[config.mk]
export PLATFORM = sky130hd
export DESIGN_NAME = mem_port_arbiter_flat
export DESIGN_NICKNAME = d
export VERILOG_FILES = /design/src/rtl/mem_port_arbiter_if.sv /design/src/rtl/mem_port_arbiter.sv /design/src/flat_wrapper.sv
export SDC_FILE = /design/constraint.sdc
export NUM_CORES = 1
export LEC_CHECK = 0
export BUFFER_PORTS_ARGS = -buffer_cell sky130_fd_sc_hd__buf_2
export CAP_MARGIN = 20
export CORE_UTILIZATION = 35
export DETAILED_ROUTE_END_ITERATION = 10
export SKIP_CTS_REPAIR_TIMING = 1
export SYNTH_ARGS = -nofsm -noshare
export SYNTH_HDL_FRONTEND = slang
export SYNTH_SLANG_ARGS = --single-unit
[constraint.sdc]
create_clock -name clk -period 7 [get_ports clk]
set_input_delay 1.05 -clock clk [delete_from_list [all_inputs] [get_ports clk]]
set_output_delay 1.05 -clock clk [all_outputs]
set_load 0.02 [all_outputs]
[src/rtl/mem_port_arbiter_if.sv]
// Bus bundle between the three memory requesters (fetch, data, loader),
// the single-port RAM and the arbiter that shares the RAM between them.
interface mem_port_arbiter_if;
  // Processor state: loader is only served while the core is halted
  logic        halted;

  // Instruction fetch port (read-only)
  logic        if_req;
  logic [15:0] if_addr;
  logic [15:0] if_rdata;
  logic        if_ack;

  // LD/ST data port
  logic        d_req;
  logic        d_we;
  logic [15:0] d_addr;
  logic [15:0] d_wdata;
  logic [15:0] d_rdata;
  logic        d_ack;

  // Program loader / debug port
  logic        ld_req;
  logic        ld_we;
  logic [15:0] ld_addr;
  logic [15:0] ld_wdata;
  logic [15:0] ld_rdata;
  logic        ld_ack;

  // Single-port RAM command and read-back
  logic        mem_en;
  logic        mem_we;
  logic [15:0] mem_addr;
  logic [15:0] mem_wdata;
  logic [15:0] mem_rdata;

  // Arbiter status
  logic [1:0]  grant;
  logic        busy;

  // Arbiter side
  modport slave (
    input  halted,
    input  if_req, if_addr,
    output if_rdata, if_ack,
    input  d_req, d_we, d_addr, d_wdata,
    output d_rdata, d_ack,
    input  ld_req, ld_we, ld_addr, ld_wdata,
    output ld_rdata, ld_ack,
    output mem_en, mem_we, mem_addr, mem_wdata,
    input  mem_rdata,
    output grant, busy
  );

  // Requester / RAM side
  modport master (
    output halted,
    output if_req, if_addr,
    input  if_rdata, if_ack,
    output d_req, d_we, d_addr, d_wdata,
    input  d_rdata, d_ack,
    output ld_req, ld_we, ld_addr, ld_wdata,
    input  ld_rdata, ld_ack,
    input  mem_en, mem_we, mem_addr, mem_wdata,
    output mem_rdata,
    input  grant, busy
  );
endinterface

[src/rtl/mem_port_arbiter.sv]
// Three-way arbiter for a single-port RAM with one-cycle read latency.
// Each transaction runs IDLE -> ACCESS -> RESP -> IDLE; the owner's ack
// pulses in the IDLE cycle that follows RESP, and a new grant may be
// issued in that same cycle, giving a 3-cycle throughput.
// Priority is loader > data > fetch, with a starvation override that lets
// fetch outrank data after STARVE_LIMIT consecutive data grants.
module mem_port_arbiter #(
  parameter int unsigned STARVE_LIMIT = 3
) (
  input  logic             clk,
  input  logic             rst,
  mem_port_arbiter_if.slave bus
);

  typedef enum logic [1:0] {
    S_IDLE   = 2'b00,
    S_ACCESS = 2'b01,
    S_RESP   = 2'b10
  } state_e;

  // Encodings double as the externally visible grant value
  typedef enum logic [1:0] {
    OWN_NONE = 2'b00,
    OWN_IF   = 2'b01,
    OWN_D    = 2'b10,
    OWN_LD   = 2'b11
  } owner_e;

  typedef struct packed {
    logic        we;
    logic [15:0] addr;
    logic [15:0] wdata;
  } cmd_t;

  localparam int unsigned   CNT_W   = (STARVE_LIMIT < 1) ? 1 : $clog2(STARVE_LIMIT + 1);
  localparam logic [CNT_W-1:0] CNT_MAX = CNT_W'(STARVE_LIMIT);

  state_e           state_q;
  state_e           state_d;
  owner_e           owner_q;
  owner_e           winner;
  cmd_t             sel_cmd;
  logic             lat_we_q;
  logic [CNT_W-1:0] starve_q;
  logic             ld_elig;
  logic             d_elig;
  logic             if_elig;
  logic             starved;
  logic             busy_c;

  // Pick the winner among eligible requesters; a port whose ack is high
  // this cycle is still holding its old request and must not be re-served.
  // NOTE: every signal assigned in an always_comb gets a default first so no latch is inferred.
  always_comb begin
    ld_elig = bus.ld_req & bus.halted & ~bus.ld_ack;
    d_elig  = bus.d_req & ~bus.d_ack;
    if_elig = bus.if_req & ~bus.if_ack;
    starved = bus.if_req && (starve_q == CNT_MAX);
    winner  = OWN_NONE;
    if (ld_elig) begin
      winner = OWN_LD;
    end else if (if_elig && starved) begin
      winner = OWN_IF;
    end else if (d_elig) begin
      winner = OWN_D;
    end else if (if_elig) begin
      winner = OWN_IF;
    end
  end

  // Route the winner's command to the latch inputs; fetch never writes
  always_comb begin
    sel_cmd = '0;
    case (winner)
      OWN_IF:  sel_cmd = {1'b0, bus.if_addr, 16'h0000};
      OWN_D:   sel_cmd = {bus.d_we, bus.d_addr, bus.d_wdata};
      OWN_LD:  sel_cmd = {bus.ld_we, bus.ld_addr, bus.ld_wdata};
      default: sel_cmd = '0;
    endcase
  end

  // Next-state and status decode
  always_comb begin
    state_d = state_q;
    busy_c  = (state_q != S_IDLE);
    case (state_q)
      S_IDLE:   if (winner != OWN_NONE) state_d = S_ACCESS;
      S_ACCESS: state_d = S_RESP;
      S_RESP:   state_d = S_IDLE;
      default:  state_d = S_IDLE;
    endcase
  end

  assign bus.busy  = busy_c;
  assign bus.grant = owner_q;

  // State register; reset abandons any transaction in flight
  // NOTE: sequential state uses non-blocking assignments so every flop samples pre-edge values.
  always_ff @(posedge clk or posedge rst) begin
    if (rst) begin
      state_q <= S_IDLE;
    end else begin
      state_q <= state_d;
    end
  end

  // Command latch, RAM drive, read-data capture and ack generation
  always_ff @(posedge clk or posedge rst) begin
    if (rst) begin
      owner_q       <= OWN_NONE;
      lat_we_q      <= 1'b0;
      bus.mem_en    <= 1'b0;
      bus.mem_we    <= 1'b0;
      bus.mem_addr  <= 16'h0000;
      bus.mem_wdata <= 16'h0000;
      bus.if_ack    <= 1'b0;
      bus.d_ack     <= 1'b0;
      bus.ld_ack    <= 1'b0;
      bus.if_rdata  <= 16'h0000;
      bus.d_rdata   <= 16'h0000;
      bus.ld_rdata  <= 16'h0000;
    end else begin
      bus.if_ack <= 1'b0;
      bus.d_ack  <= 1'b0;
      bus.ld_ack <= 1'b0;
      case (state_q)
        S_IDLE: begin
          owner_q <= winner;
          if (winner != OWN_NONE) begin
            // mem_addr/mem_wdata double as the command latch and hold
            // their value through RESP
            lat_we_q      <= sel_cmd.we;
            bus.mem_en    <= 1'b1;
            bus.mem_we    <= sel_cmd.we;
            bus.mem_addr  <= sel_cmd.addr;
            bus.mem_wdata <= sel_cmd.wdata;
          end
        end
        S_ACCESS: begin
          bus.mem_en <= 1'b0;
          bus.mem_we <= 1'b0;
        end
        S_RESP: begin
          owner_q <= OWN_NONE;
          case (owner_q)
            OWN_IF: begin
              bus.if_ack <= 1'b1;
              if (!lat_we_q) bus.if_rdata <= bus.mem_rdata;
            end
            OWN_D: begin
              bus.d_ack <= 1'b1;
              if (!lat_we_q) bus.d_rdata <= bus.mem_rdata;
            end
            OWN_LD: begin
              bus.ld_ack <= 1'b1;
              if (!lat_we_q) bus.ld_rdata <= bus.mem_rdata;
            end
            default: ;
          endcase
        end
        default: ;
      endcase
    end
  end

  // Count data grants issued while fetch is waiting; any fetch grant or a
  // cycle without a fetch request starts the count over
  always_ff @(posedge clk or posedge rst) begin
    if (rst) begin
      starve_q <= '0;
    end else if (!bus.if_req) begin
      starve_q <= '0;
    end else if (state_q == S_IDLE) begin
      if (winner == OWN_IF) begin
        starve_q <= '0;
      end else if (winner == OWN_D && starve_q != CNT_MAX) begin
        starve_q <= starve_q + 1'b1;
      end
    end
  end

endmodule

[src/flat_wrapper.sv]
// flat-port wrapper written by rule: the top's interface ports become plain ports
module mem_port_arbiter_flat 
#(
  parameter int unsigned STARVE_LIMIT = 3
)
  (clk, rst, bus_halted, bus_if_req, bus_if_addr, bus_if_rdata, bus_if_ack, bus_d_req, bus_d_we, bus_d_addr, bus_d_wdata, bus_d_rdata, bus_d_ack, bus_ld_req, bus_ld_we, bus_ld_addr, bus_ld_wdata, bus_ld_rdata, bus_ld_ack, bus_mem_en, bus_mem_we, bus_mem_addr, bus_mem_wdata, bus_mem_rdata, bus_grant, bus_busy);
  mem_port_arbiter_if bus_i ();
  input  logic clk;
  input  logic rst;
  input wire logic [$bits(bus_i.halted)-1:0] bus_halted;
  input wire logic [$bits(bus_i.if_req)-1:0] bus_if_req;
  input wire logic [$bits(bus_i.if_addr)-1:0] bus_if_addr;
  output wire logic [$bits(bus_i.if_rdata)-1:0] bus_if_rdata;
  output wire logic [$bits(bus_i.if_ack)-1:0] bus_if_ack;
  input wire logic [$bits(bus_i.d_req)-1:0] bus_d_req;
  input wire logic [$bits(bus_i.d_we)-1:0] bus_d_we;
  input wire logic [$bits(bus_i.d_addr)-1:0] bus_d_addr;
  input wire logic [$bits(bus_i.d_wdata)-1:0] bus_d_wdata;
  output wire logic [$bits(bus_i.d_rdata)-1:0] bus_d_rdata;
  output wire logic [$bits(bus_i.d_ack)-1:0] bus_d_ack;
  input wire logic [$bits(bus_i.ld_req)-1:0] bus_ld_req;
  input wire logic [$bits(bus_i.ld_we)-1:0] bus_ld_we;
  input wire logic [$bits(bus_i.ld_addr)-1:0] bus_ld_addr;
  input wire logic [$bits(bus_i.ld_wdata)-1:0] bus_ld_wdata;
  output wire logic [$bits(bus_i.ld_rdata)-1:0] bus_ld_rdata;
  output wire logic [$bits(bus_i.ld_ack)-1:0] bus_ld_ack;
  output wire logic [$bits(bus_i.mem_en)-1:0] bus_mem_en;
  output wire logic [$bits(bus_i.mem_we)-1:0] bus_mem_we;
  output wire logic [$bits(bus_i.mem_addr)-1:0] bus_mem_addr;
  output wire logic [$bits(bus_i.mem_wdata)-1:0] bus_mem_wdata;
  input wire logic [$bits(bus_i.mem_rdata)-1:0] bus_mem_rdata;
  output wire logic [$bits(bus_i.grant)-1:0] bus_grant;
  output wire logic [$bits(bus_i.busy)-1:0] bus_busy;
  assign bus_i.halted = bus_halted;
  assign bus_i.if_req = bus_if_req;
  assign bus_i.if_addr = bus_if_addr;
  assign bus_if_rdata = bus_i.if_rdata;
  assign bus_if_ack = bus_i.if_ack;
  assign bus_i.d_req = bus_d_req;
  assign bus_i.d_we = bus_d_we;
  assign bus_i.d_addr = bus_d_addr;
  assign bus_i.d_wdata = bus_d_wdata;
  assign bus_d_rdata = bus_i.d_rdata;
  assign bus_d_ack = bus_i.d_ack;
  assign bus_i.ld_req = bus_ld_req;
  assign bus_i.ld_we = bus_ld_we;
  assign bus_i.ld_addr = bus_ld_addr;
  assign bus_i.ld_wdata = bus_ld_wdata;
  assign bus_ld_rdata = bus_i.ld_rdata;
  assign bus_ld_ack = bus_i.ld_ack;
  assign bus_mem_en = bus_i.mem_en;
  assign bus_mem_we = bus_i.mem_we;
  assign bus_mem_addr = bus_i.mem_addr;
  assign bus_mem_wdata = bus_i.mem_wdata;
  assign bus_i.mem_rdata = bus_mem_rdata;
  assign bus_grant = bus_i.grant;
  assign bus_busy = bus_i.busy;
  mem_port_arbiter #(.STARVE_LIMIT(STARVE_LIMIT)) u_core (.clk(clk), .rst(rst), .bus(bus_i));
endmodule
==> reports/metrics.csv, run 1 <==
stage,metric,value,unit
final_layout,antenna_cells,0,
logic_synthesis,synth_area,0.00407,sq mm
status,status,finished clean,
logic_synthesis,synth.yosys.seq_area_share,56.6,%
power,powerDensity,474,mW/mm^2
timing,hold_slack,505,ps
logic_synthesis,synth-edff-count,0,
power,p_leak,2.64,nW
die,core_area,0.0114,sq mm
critical_path,crit_fanout,16,
clocking,htreeDepth,3,
timing,tightest_slew,915,ps
timing,finalMaxSlewViolations,0,
critical_path,reg2reg_slack,4610,ps
logic_synthesis,yosysWarningCount,0,
logic_synthesis,ys.flop_type,dfrtp_1,
hold_path,hold_class,flip-flop to flip-flop,
power,p_sw,1.05,mW
clocking,cts_made_buffers,9,
final_layout,nFillCells,1056,
timing,fin_tns_setup,0,ps
timing,max_freq,316,MHz
drt,viasPerCell,5.09,
logic_synthesis,synth-seq-cells,92,
global_routing,grt_usage,17.5,%
clocking,clockBufferDepth,2,
timing,setup_viol,0,
clocking,clk_latency,330,ps
critical_path,worstSetupEndpoint,bus_busy,
timing,hold_viol,0,
drt,drt-initial-drc-count,230,
drt,drc,0,
global_routing,grt_antenna_before_repair,0,
global_routing,grt_pass1_vias,3312,
die,die_w,110,microns
drt,wire_per_inst,15.6,microns
power,swShare,41.4,%
critical_path,required,5950,ps
clocking,cts_tree,yes,
power,ir_worst_vdd,0.247,mV
timing,rsz0062_at_grt,false,
critical_path,startpoint,u_core.state_q[0],
global_routing,grt_pass1_wl,16.2,mm
clocking,clock_sink_count,92,
power,combPwrFrac,45.0,%
timing,fin_skew,5.88,ps
clocking,cts_root_buffer,clkbuf_16,
final_layout,nNetsFinal,626,
logic_synthesis,syn-num-nets,440,
final_layout,layout-drive-gt1-share,51.5,%
power,power_frac_clock,18.0,%
die,die_area,0.0121,sq mm
critical_path,worst_setup_path_start_kind,flip-flop,
logic_synthesis,synth.distinct_cells,44,
placed_design,io_buffers,191,
placed_design,hpwl,7.54,mm
final_layout,syn_to_final_growth,32.1,%
timing,fin_crit_sh,45.2,%
drt,dr_total_vias,3403,
die,initial_core_util,35.8,%
critical_path,reg2reg_depth,6,
global_routing,grt-ovfl-total,0,
logic_synthesis,synthCells,335,
critical_path,path_class,flip-flop to output port,
die,io_pins,192,
die,die_height,110,microns
clocking,cts.reportedPaths.clkPinSlew,70,ps
flow_run,cap_violations,0,
timing,relSlewSlack,38.8,%
drt,drtPass1Iterations,6,
power,p_int,1.49,mW
logic_synthesis,syn_area_per_cell,12.1,sq um
drt,drtAntennaViolNets,0,
drt,routed_wirelength,10.5,mm
power,sequentialPowerShare,36.9,%
critical_path,r2r_start,u_core.bus.ld_ack,
critical_path,arrival,2110,ps
hold_path,hold_depth,1,
timing,min_period,3160,ps
die,rows,39,
global_routing,grt_max_degree,51,
critical_path,r2r-end,u_core.bus.mem_we,
placed_design,gp_congestion,0.763,
critical_path,critPathCaptureType,output port,
logic_synthesis,ys_async_sr_fraction,100,%
[routing by layer]
metal | vias to the layer above | global-route usage, % | part of all wire (%)
li1 | 1587 | - | -
met1 | 1655 | 22.4 | 43
met2 | 150 | 29.4 | 48
met3 | 11 | 3.62 | 8.0
met4 | 0 | 6.29 | 1.1
met5 | - | 0 | 0
[cells in the mapped netlist (all sizes together) (2+ instances only)]
cell type / count / area [sq um]
a21boi: 3 / 22.5
a21oi: 10 / 53.8
a221oi: 9 / 78.8
a31oi: 23 / 144
a41oi: 7 / 61.3
and3b: 2 / 21.3
buf: 12 / 110
clkbuf: 7 / 26.3
dfrtp: 92 / 2300
inv: 4 / 15.0
mux2: 48 / 616
nand2: 40 / 150
nand2b: 2 / 12.5
nand3: 17 / 90.1
nor2: 26 / 100
nor2b: 6 / 55.1
nor3: 2 / 21.3
o21ai: 3 / 15.0
o22ai: 9 / 56.3
o31ai: 2 / 15.0
[through the flow]
| stage | utilization [%] | cell area [sq um] | power, mW | setup WS [ps] | std cells |
|---|---|---|---|---|---|
| after global placement | 44.8 | 5090 | 2.07 | 4010 | 653 |
| after floorplan | - | 4070 | 1.72 | 3560 | 335 |
| after detailed placement | 44.8 | 5090 | 2.11 | 3930 | 653 |
| after global routing | 47.3 | 5370 | 2.71 | 3690 | 669 |
| final | 47.3 | 5370 | 2.55 | 3840 | 669 |
| after CTS | 47.3 | 5370 | 2.58 | 3830 | 669 |
[power groups by stage]
stage | Sequential, mW | Combinational [mW] | Clock, mW
detailed placement | 0.945 | 1.16 | 0
global placement | 0.938 | 1.14 | 0
CTS | 0.942 | 1.16 | 0.475
floorplan | 1.23 | 0.491 | 0
finish | 0.941 | 1.15 | 0.459
global route | 0.971 | 1.25 | 0.493
[registers in the layout, summed over array words and instances, names as in the netlist, 2 cells and up]
name / flops
u_core.bus.if_rdata: 16
u_core.bus.grant: 2
u_core.bus.mem_wdata: 16
u_core.starve_q: 2
u_core.state_q: 2
u_core.bus.mem_addr: 16
u_core.bus.d_rdata: 16
u_core.bus.ld_rdata: 16
[worst min path at each step]
stage / slack (ps) / from / to
final: 500 / u_core.bus.d_rdata[8] / u_core.bus.d_rdata[8]
after global routing: 520 / u_core.bus.d_rdata[9] / u_core.bus.d_rdata[9]
after CTS: 510 / u_core.bus.d_rdata[2] / u_core.bus.d_rdata[2]
after detailed placement: 490 / u_core.bus.if_rdata[9] / u_core.bus.if_rdata[9]
after global placement: 480 / u_core.bus.mem_en / u_core.bus.mem_en
after floorplan: 520 / u_core.starve_q[1] / u_core.starve_q[1]
[critical path, cell delays in order (launching register included)]
cell	delay (ps)
dfrtp_1	440
nor2_2	550
clkinv_1	500
buf_2	290
[cells by family after synthesis]
kind of cell	after synthesis	share of synthesized area (%)
adders and majority gates	1	0.307
muxes	48	15.1
AOI/OAI and AO/OA	69	11.6
buffers and inverters	24	3.81
and+or+nand+nor	101	12.6
DFF	92	56.6
[layout make-up]
class / count / area, sq um / share of cell area, %
Clock buffer: 9 / 225 / 4.19
Timing Repair Buffer: 194 / 978 / 18.2
Tap cell: 143 / 179 / 3.33
Sequential cell: 92 / 2300 / 42.8
Multi-Input combinational cell: 219 / 1610 / 30.0
Clock inverter: 7 / 57.6 / 1.07
Inverter: 5 / 20.0 / 0.373
[cell usage in the layout, fill, tap and decap left out, types with 2 or more instances in the layout]
master,instances
inv_1,2
nor2b_4,2
mux2_4,20
nand2_1,40
dfrtp_1,92
nand3_1,16
a21oi_1,9
nor2b_1,3
o21ai_0,2
a31oi_1,23
o22ai_1,9
a41oi_1,7
clkbuf_16,9
buf_2,191
nor2_1,25
inv_6,3
mux2_2,28
buf_4,3
a221oi_1,9
o31ai_1,2
nand2b_1,2
a21boi_0,3
clkinv_2,2
clkinvlp_4,2
(Power assumes the default switching activity.)
==> run 2, diff against run 1 <==
--- a/config.mk
+++ b/config.mk
@@ -9,6 +9,7 @@
 export CAP_MARGIN = 20
 export CORE_UTILIZATION = 35
 export DETAILED_ROUTE_END_ITERATION = 10
+export PLACE_DENSITY = 0.65
 export SKIP_CTS_REPAIR_TIMING = 1
 export SYNTH_ARGS = -nofsm -noshare
 export SYNTH_HDL_FRONTEND = slang
==> constraint.sdc (replaced) <==
create_clock -name clk -period 2.9 [get_ports clk]
set_input_delay 0.435 -clock clk [delete_from_list [all_inputs] [get_ports clk]]
set_output_delay 0.435 -clock clk [all_outputs]
set_load 0.02 [all_outputs]
==> run 2 against run 1 <==
Net effect:
- critical path depth rose by 1
- routed wire length down 0.17%
- flip-flop and latch count unchanged
- global-route usage shrank 0.48 points
- sequential power grew 140%
- clock power rose to 2.6 times the previous value
- utilization up 0.63 points
- sequential share of layout area decreased by 0.56 points
- final cell count grew 0.75%
- register-to-register slack worse by 3700 ps
- die area is the same
- largest cell class unchanged
==> reports/metrics.csv, run 2 (same netlist as run 1, synthesis figures left out) <==
stage,metric,value,unit,change
placed_design,gp_congestion,0.834,,+9.2%
drt,routed_wirelength,10.4,mm,-0.17%
status,status,finished clean,,
clocking,clockBufferDepth,2,,unchanged
power,p_sw,2.51,mW,+140%
drt,drtPass1Iterations,4,,-2
drt,wirelength_met1,4.56,mm,+2.2%
critical_path,required,2470,ps,-3480 ps
global_routing,grt_antenna_before_repair,0,,unchanged
power,combPwrFrac,44.8,%,-0.2 points
timing,tightest_slew,792,ps,-123 ps
critical_path,crit_fanout,16,,unchanged
timing,hold_viol,0,,unchanged
drt,drc,0,,unchanged
placed_design,placedCellCount,658,,+0.77%
placed_design,hpwl,7.58,mm,+0.52%
timing,fin_skew,6.72,ps,+0.839 ps
clocking,htreeDepth,3,,unchanged
power,ir_worst_vdd,0.477,mV,+93%
timing,relSlewSlack,46.8,%,+8.0 points
clocking,cts_root_buffer,clkbuf_16,,
drt,wire_per_inst,15.5,microns,-0.91%
power,p_leak,2.68,nW,+1.6%
power,power_frac_clock,18.9,%,+0.9 points
final_layout,layout_common_cells,"buf_2, dfrtp_1, nand2_1, mux2_2, nor2_1",,
hold_path,hold_class,input port to asynchronous set/reset pin,,
clocking,clock_sink_count,92,,unchanged
global_routing,grt_pass1_vias,3230,,-2.5%
power,powerDensity,1150,mW/mm^2,+140%
critical_path,path_class,flip-flop to output port,,
timing,fin_crit_sh,70.9,%,
final_layout,final_common_cell,buf_2,,
power,p_int,3.76,mW,+150%
drt,dr_total_vias,3383,,-0.59%
final_layout,final_cells,674,,+0.75%
clocking,clk_latency,340,ps,about the same
global_routing,grt_pass1_wl,15.6,mm,-3.7%
die,core_area,0.0114,sq mm,unchanged
critical_path,arrival,1620,ps,-490 ps
timing,finalMaxSlewViolations,0,,unchanged
die,io_pins,192,,unchanged
flow_run,cap_violations,0,,unchanged
timing,setup_viol,0,,unchanged
die,initial_core_util,35.8,%,unchanged
drt,dr.max_layer_used,met4,,
timing,fin_ws,844,ps,-2990 ps
clocking,cts_made_buffers,9,,unchanged
timing,rsz0062_at_grt,false,,
drt,viasPerCell,5.02,,-1.3%
die,die_w,110,microns,unchanged
critical_path,worst_setup_path_start_kind,flip-flop,,
drt,met3_length,711,microns,-15%
global_routing,grt_max_degree,41,,-20%
die,die_area,0.0121,sq mm,unchanged
power,swShare,40.0,%,-1.4 points
final_layout,nNetsFinal,631,,+0.80%
timing,fin_tns_setup,0,ps,unchanged
global_routing,grt-ovfl-total,0,,unchanged
critical_path,critPathCaptureType,output port,,
placed_design,pre_cts_ws,865,ps,-3070 ps
timing,min_period,2060,ps,
drt,drt-initial-drc-count,164,,-29%
final_layout,post-route-util,47.9,%,+0.63 points
final_layout,layout-drive-gt1-share,51.8,%,+0.27 points
drt,drtAntennaViolNets,0,,unchanged
power,sequentialPowerShare,36.2,%,-0.7 points
clocking,cts.reportedPaths.clkPinSlew,60,ps,about the same
global_routing,grt_usage,17.0,%,-0.48 points
placed_design,io_buffers,191,,unchanged
clocking,cts_tree,yes,,
die,die_height,110,microns,unchanged
final_layout,syn_to_final_growth,33.8,%,
die,rows,39,,unchanged
final_layout,antenna_cells,0,,unchanged
timing,max_freq,486,MHz,
drt,routed-wl-met2,5.05,mm,+0.32%
-- run 2: changes by cell type in the layout (fill, tap and decap cells not counted), sizes merged --
cell and delta:
bufinv +1, clkbuf +3, clkinvlp -1, inv -4, clkinv +1, buf +5
-- run 2: final timing paths --
check / start / endpoint / slack (ps) / depth (start not counted)
worst max register to register: u_core.starve_q[0] / u_core.bus.mem_addr[9] / 910 / 5
worst min register to register: u_core.bus.mem_en / u_core.bus.mem_en / 480 / 2
worst min-delay path: rst / u_core.bus.mem_wdata[4] / 190 / 2
worst max-delay path: u_core.state_q[0] / bus_busy / 840 / 4
min in group clk: bus_ld_wdata[8] / u_core.bus.mem_wdata[8] / 350 / 3
max in group asynchronous: rst / u_core.bus.mem_addr[5] / 1980 / 3
-- run 2: power groups by stage --
stage / clock (mW) / sequential [mW] / combinational, mW
5_1_grt: 1.27 / 2.34 / 3.03
4_1_cts: 1.22 / 2.28 / 2.83
6_report: 1.19 / 2.27 / 2.81
3_5_place_dp: 0 / 2.28 / 2.84
3_3_place_gp: 0 / 2.27 / 2.78
2_1_floorplan: 0 / 2.97 / 1.19
-- run 2: stage by stage --
stage	power (mW)	hold slack, ps	area (sq um)
final	6.26	190	5450
after global routing	6.65	236	5450
after CTS	6.33	216	5450
after detailed placement	5.12	472	5140
after global placement	5.06	481	5140
after floorplan	4.15	523	4070
-- run 2: area by class of cell --
type,instances,area (sq um)
Clock inverter,4,47.5
Clock buffer,12,256
Inverter,5,20.0
Timing Repair Buffer,199,1030
Sequential cell,92,2300
Tap cell,143,179
Multi-Input combinational cell,219,1610
Fill cell,1101,5920
-- run 2: per-layer routing --
metal | global-route usage, % | vias up
li1 | - | 1600
met1 | 20.6 | 1641
met2 | 29.5 | 131
met3 | 4.27 | 11
met4 | 5.71 | 0
met5 | 0 | -
-- run 2: critical path, stage by stage (launching register included) --
cell and delay (ps):
dfrtp_1 430, nor2_2 90, buf_4 220, clkinv_1 290, buf_2 260
